<file path="config.mk">
export PLATFORM = sky130hd
export DESIGN_NAME = run_length_detector
export DESIGN_NICKNAME = d
export VERILOG_FILES = /design/src/rtl/run_length_detector.sv
export SDC_FILE = /design/constraint.sdc
export NUM_CORES = 1
export LEC_CHECK = 0
export ABC_AREA = 0
export BUFFER_PORTS_ARGS = -buffer_cell sky130_fd_sc_hd__clkbuf_2
export CAP_MARGIN = 15
export CORE_MARGIN = 4
export CORE_UTILIZATION = 55
export CTS_BUF_LIST = sky130_fd_sc_hd__clkbuf_8
export DETAILED_ROUTE_END_ITERATION = 10
export HOLD_SLACK_MARGIN = 0.1
export PLACE_DENSITY = 0.89
export SKIP_CTS_REPAIR_TIMING = 1
export SLEW_MARGIN = 20
export SYNTH_ARGS = -nofsm -noshare
export SYNTH_HDL_FRONTEND = slang
export SYNTH_SLANG_ARGS = --single-unit
</file>
<file path="constraint.sdc">
create_clock -name clk -period 6 [get_ports clk]
set_input_delay 0.6 -clock clk [delete_from_list [all_inputs] [get_ports clk]]
set_output_delay 0.6 -clock clk [all_outputs]
set_load 0.05 [all_outputs]
</file>
<file path="src/rtl/run_length_detector.sv">
// Serial run-length detector. It tracks the polarity and length of the current
// run of identical samples on w, and raises z once the run reaches a
// programmable threshold for a polarity enabled in mode. The flag can either
// follow the run or latch until it is cleared.
module run_length_detector #(
  parameter int CNT_W  = 4,
  parameter int STICKY = 0
) (
  input  logic             clk,
  input  logic             rst,
  input  logic             en,
  input  logic             w,
  input  logic [CNT_W-1:0] n,
  input  logic             save,
  input  logic [1:0]       mode,
  input  logic             clr,
  output logic             z,
  output logic [CNT_W-1:0] run_count,
  output logic [1:0]       current_state
);

  typedef enum logic [1:0] {
    IDLE  = 2'b00,
    ONES  = 2'b01,
    ZEROS = 2'b10
  } state_t;

  localparam logic [CNT_W-1:0] CNT_MAX = '1;
  localparam logic [CNT_W-1:0] CNT_ONE = {{(CNT_W-1){1'b0}}, 1'b1};

  state_t           state_q, state_d;
  logic [CNT_W-1:0] cnt_q, cnt_d;
  logic [CNT_W-1:0] thr_q, thr_d;
  logic             z_q, z_d;
  logic             pol_en;
  logic             hit;

  // State, run counter, threshold and flag registers with synchronous reset.
  // NOTE: sequential state is written with non-blocking assignments so every
  // register samples the pre-edge values of the others.
  always_ff @(posedge clk) begin
    if (rst) begin
      state_q <= IDLE;
      cnt_q   <= '0;
      thr_q   <= CNT_ONE;
      z_q     <= 1'b0;
    end else begin
      state_q <= state_d;
      cnt_q   <= cnt_d;
      thr_q   <= thr_d;
      z_q     <= z_d;
    end
  end

  // Next-state, run-count, threshold and detect-flag logic.
  // NOTE: every signal gets a default first so no path can infer a latch.
  always_comb begin
    state_d = state_q;
    cnt_d   = cnt_q;
    thr_d   = thr_q;
    z_d     = z_q;
    pol_en  = 1'b0;
    hit     = 1'b0;

    // A zero threshold would make "run >= thr" meaningless; treat it as 1.
    if (save) begin
      thr_d = (n == '0) ? CNT_ONE : n;
    end

    if (en) begin
      unique case (state_q)
        IDLE: begin
          state_d = w ? ONES : ZEROS;
          cnt_d   = CNT_ONE;
        end
        ONES, ZEROS: begin
          if (w == (state_q == ONES)) begin
            cnt_d = (cnt_q == CNT_MAX) ? cnt_q : cnt_q + CNT_ONE;
          end else begin
            state_d = (state_q == ONES) ? ZEROS : ONES;
            cnt_d   = CNT_ONE;
          end
        end
        default: begin
          state_d = IDLE;
          cnt_d   = '0;
        end
      endcase

      // The hit uses the old threshold: a save on this edge applies next edge.
      pol_en = (state_d == ONES)  ? mode[0] :
               (state_d == ZEROS) ? mode[1] : 1'b0;
      hit    = pol_en && (cnt_d >= thr_q);
    end

    if (STICKY != 0) begin
      // Latched flag: clear only wins when there is no new hit on this edge.
      z_d = hit | (z_q & ~clr);
    end else if (en) begin
      z_d = hit;
    end
  end

  assign z             = z_q;
  assign run_count     = cnt_q;
  assign current_state = state_q;

endmodule

</file>
==> flow_results.xml <==
<?xml version="1.0" encoding="UTF-8"?>
<metrics>
  <group name="yosys">
    <metric name="synth-warning-count" unit="">0</metric>
    <metric name="yosysSeqAreaShare" unit="%">28.6</metric>
    <metric name="synthesis.instances" unit="">89</metric>
    <metric name="synth_compound_gate_area_share" unit="%">18.2</metric>
    <metric name="postSynthNetCount" unit="">109</metric>
    <metric name="synth_cell_type_count" unit="">30</metric>
    <metric name="synthXorXnorAreaFrac" unit="%">2.28</metric>
    <metric name="syn_avg_cell_area" unit="um2">8.65</metric>
    <metric name="synth-adder-area-share" unit="%">13.0</metric>
    <metric name="synth_simple_gate_area_share" unit="%">23.7</metric>
    <metric name="postSynthRegisterBits" unit="">11</metric>
    <metric name="synth_area" unit="um2">769</metric>
    <metric name="post-synth-top-area-cell" unit="">dfxtp_1</metric>
    <metric name="synth_top_family_by_area" unit="">simple AND/OR/NAND/NOR gates</metric>
    <metric name="synthTopCellsByArea" unit="">dfxtp_1 (29%), ha_1 (13%), mux2i_1 (9.1%), nor2_1 (7.8%), nand2b_1 (4.9%)</metric>
    <metric name="muxShareOfSynthArea" unit="%">9.11</metric>
    <metric name="post-synth-top-area-fraction" unit="%">28.6</metric>
  </group>
  <group name="setup_path">
    <metric name="critPathArrivalTime" unit="ns">2.60</metric>
    <metric name="path_max_fanout" unit="">6</metric>
    <metric name="critPathCaptureType" unit="">register</metric>
    <metric name="worst_ep_required_time" unit="ns">6.11</metric>
    <metric name="timing_worst_setup_path_type" unit="">register to register</metric>
    <metric name="timing.critical_path.from_type" unit="">register</metric>
  </group>
  <group name="outcome">
    <metric name="run_status" unit="">finished, final reports clean</metric>
  </group>
  <group name="cells_and_area">
    <metric name="num-nets-final" unit="">128</metric>
    <metric name="syn_to_final_growth" unit="%">17.7</metric>
    <metric name="antenna_cells_inserted" unit="">0</metric>
    <metric name="layout-drive-gt1-share" unit="%">25.2</metric>
  </group>
  <group name="clock_tree">
    <metric name="numClockSinks" unit="">11</metric>
    <metric name="clk_path_buf_depth" unit="">2</metric>
    <metric name="tritoncts" unit="">built</metric>
    <metric name="tritoncts.num_buffers" unit="">3</metric>
    <metric name="insertion_delay" unit="ns">0.24</metric>
    <metric name="htreeDepth" unit="">1</metric>
    <metric name="cts_root_buffer" unit="">clkbuf_8</metric>
    <metric name="worst_setup_hold_path_clk_slew" unit="ns">0.05</metric>
  </group>
  <group name="timing">
    <metric name="layout_min_cycle_time" unit="ns">2.48</metric>
    <metric name="fmaxAchievable" unit="MHz">403</metric>
    <metric name="worst_slew_margin_rel" unit="%">76.2</metric>
    <metric name="timing.clock.skew" unit="ns">0.00338</metric>
    <metric name="setup-violations-final" unit="">0</metric>
    <metric name="holdWs" unit="ns">0.492</metric>
    <metric name="fin_setup_tns" unit="ns">0</metric>
    <metric name="final_critical_path_share_of_the_clock_period" unit="%">41.4</metric>
    <metric name="report.final.hold_viol_count" unit="">0</metric>
    <metric name="slew_violations" unit="">0</metric>
    <metric name="timing_worst_slew_pin_value" unit="ns">0.355</metric>
    <metric name="unrepaired_setup_endpoints_after_global_routing" unit="">no</metric>
  </group>
  <group name="global_routing">
    <metric name="grt_max_degree" unit="">14</metric>
    <metric name="via_count_of_the_first_global_routing_pass" unit="">587</metric>
    <metric name="grt_antenna_before_repair" unit="">0</metric>
    <metric name="global_route.usage.total" unit="%">16.6</metric>
    <metric name="grt_first_pass_wirelength" unit="mm">2.42</metric>
    <metric name="overflow" unit="">0</metric>
  </group>
  <group name="routing">
    <metric name="route.detailed.vias_per_inst" unit="">5.52</metric>
    <metric name="route.final.wire_length" unit="mm">1.46</metric>
    <metric name="via_count" unit="">673</metric>
    <metric name="drt_first_pass_iters" unit="">4</metric>
    <metric name="number_of_routed_nets_with_antenna_violations" unit="">0</metric>
    <metric name="drt_iter0_markers" unit="">10</metric>
    <metric name="post_drt_wl_per_cell" unit="um">12.0</metric>
    <metric name="drc_errors" unit="">0</metric>
  </group>
  <group name="place">
    <metric name="port_buffers" unit="">17</metric>
    <metric name="routabilityCongestion" unit="">0.817</metric>
    <metric name="dp.final_hpwl" unit="mm">1.17</metric>
  </group>
  <group name="die">
    <metric name="fp.dieArea" unit="um2">2060</metric>
    <metric name="boundaryPins" unit="">19</metric>
    <metric name="die_x" unit="um">45.4</metric>
    <metric name="start_util" unit="%">58.4</metric>
    <metric name="placeableCoreArea" unit="um2">1320</metric>
    <metric name="placement_rows" unit="">13</metric>
    <metric name="chipHeight" unit="um">45.4</metric>
  </group>
  <group name="power">
    <metric name="p_per_area" unit="nW/um2">226</metric>
    <metric name="cellLeakagePower" unit="nW">0.428</metric>
    <metric name="worst_ir_drop_vdd" unit="mV">0.188</metric>
  </group>
  <group name="worst_hold_path">
    <metric name="hold_path.class" unit="">register to register</metric>
  </group>
  <group name="flow_run">
    <metric name="number_of_max_cap_violations" unit="">0</metric>
  </group>
</metrics>
==> kinds of logic after synthesis <==
group	count (synthesis)
buffers and inverters	10
and+or+nand+nor	34
muxes	7
xor gates and xnor gates	2
AOI/OAI and AO/OA	17
adders and majority gates	8
DFF	11
==> per-layer routing <==
metal / vias to the layer above / wire length (um) / track usage (%)
met2: 16 / 693 / 24.0
met5: - / 0 / 0
li1: 345 / - / -
met3: 7 / 83 / 6.72
met1: 305 / 647 / 19.7
met4: 0 / 34 / 11.7
==> synth_stat cells <==
cell,instances
nor2_1,16
dfxtp_1,11
ha_1,8
inv_1,7
mux2i_1,7
nand2b_1,6
a21oi_1,4
a21o_1,2
a2bb2oi_1,2
a31oi_1,2
clkbuf_1,2
nand2_1,2
nand3_1,2
xor2_1,2
a211oi_2,1
a221oi_1,1
and2b_1,1
buf_2,1
nor2b_1,1
nor3_1,1
nor3_4,1
nor4_1,1
o221ai_2,1
o22a_1,1
o22ai_1,1
o31ai_1,1
o41ai_2,1
or2_2,1
or3_4,1
or3b_2,1
==> worst max-delay path: stages (launching register included) <==
cell	delay (ns)
dfxtp_1	0.43
ha_1	0.25
nand3_1	0.15
xor2_1	0.17
o31ai_1	0.33
ha_1	0.30
nand2b_1	0.14
a21o_1	0.17
a21o_1	0.17
a21oi_1	0.17
o41ai_2	0.09
==> sequential cells by signal (all words and copies together) (netlist names) <==
| name | cells |
|---|---|
| run_count | 4 |
| thr_q | 4 |
| current_state | 2 |
| z | 1 |
==> cells in the final DEF, fill, tap and decap left out, drive strengths merged, types with 2 or more instances in the layout <==
cell type / n
nand3: 2
nor2: 16
mux2i: 7
xor2: 2
a21o: 2
inv: 8
a31oi: 2
nor3: 2
a2bb2oi: 2
a21oi: 4
ha: 8
nand2: 2
dfxtp: 11
nand2b: 6
clkbuf: 20
==> power breakdown <==
part	internal [mW]	total [mW]	leakage [nW]	switching [mW]
clock	0.0448	0.0716	0.0269	0.0268
combinational	0.0214	0.0522	0.311	0.0308
sequential	0.0772	0.0809	0.0901	0.00373
total	0.143	0.205	0.428	0.0613
==> final cells by class <==
cell class                      count  area, um2
Clock inverter                      1       3.75
Timing Repair Buffer               17       85.1
Multi-Input combinational cell     68        510
Fill cell                          99        412
Tap cell                           15       18.8
Clock buffer                        3       41.3
Sequential cell                    11        220
Inverter                            7       26.3
==> metrics by stage <==
stage | setup WS, ns | total power [mW] | utilization [%] | std cells | instance area [um2]
floorplan | 3.34 | 0.122 | - | 89 | 769
global placement | 3.59 | 0.132 | 65.3 | 118 | 861
detailed placement | 3.52 | 0.134 | 65.3 | 118 | 861
CTS | 3.53 | 0.209 | 68.8 | 122 | 906
global route | 3.38 | 0.218 | 68.8 | 122 | 906
finish | 3.52 | 0.205 | 68.8 | 122 | 906
==> worst paths after layout <==
check               startpoint  endpoint  slack, ns  depth (start not counted)
setup / recovery  run_count[0]         z       3.52                         10
setup reg to reg  run_count[0]         z       3.52                         10
hold / removal        thr_q[2]  thr_q[2]       0.49                          2
hold reg to reg       thr_q[2]  thr_q[2]       0.49                          2
(Power assumes the default switching activity.)
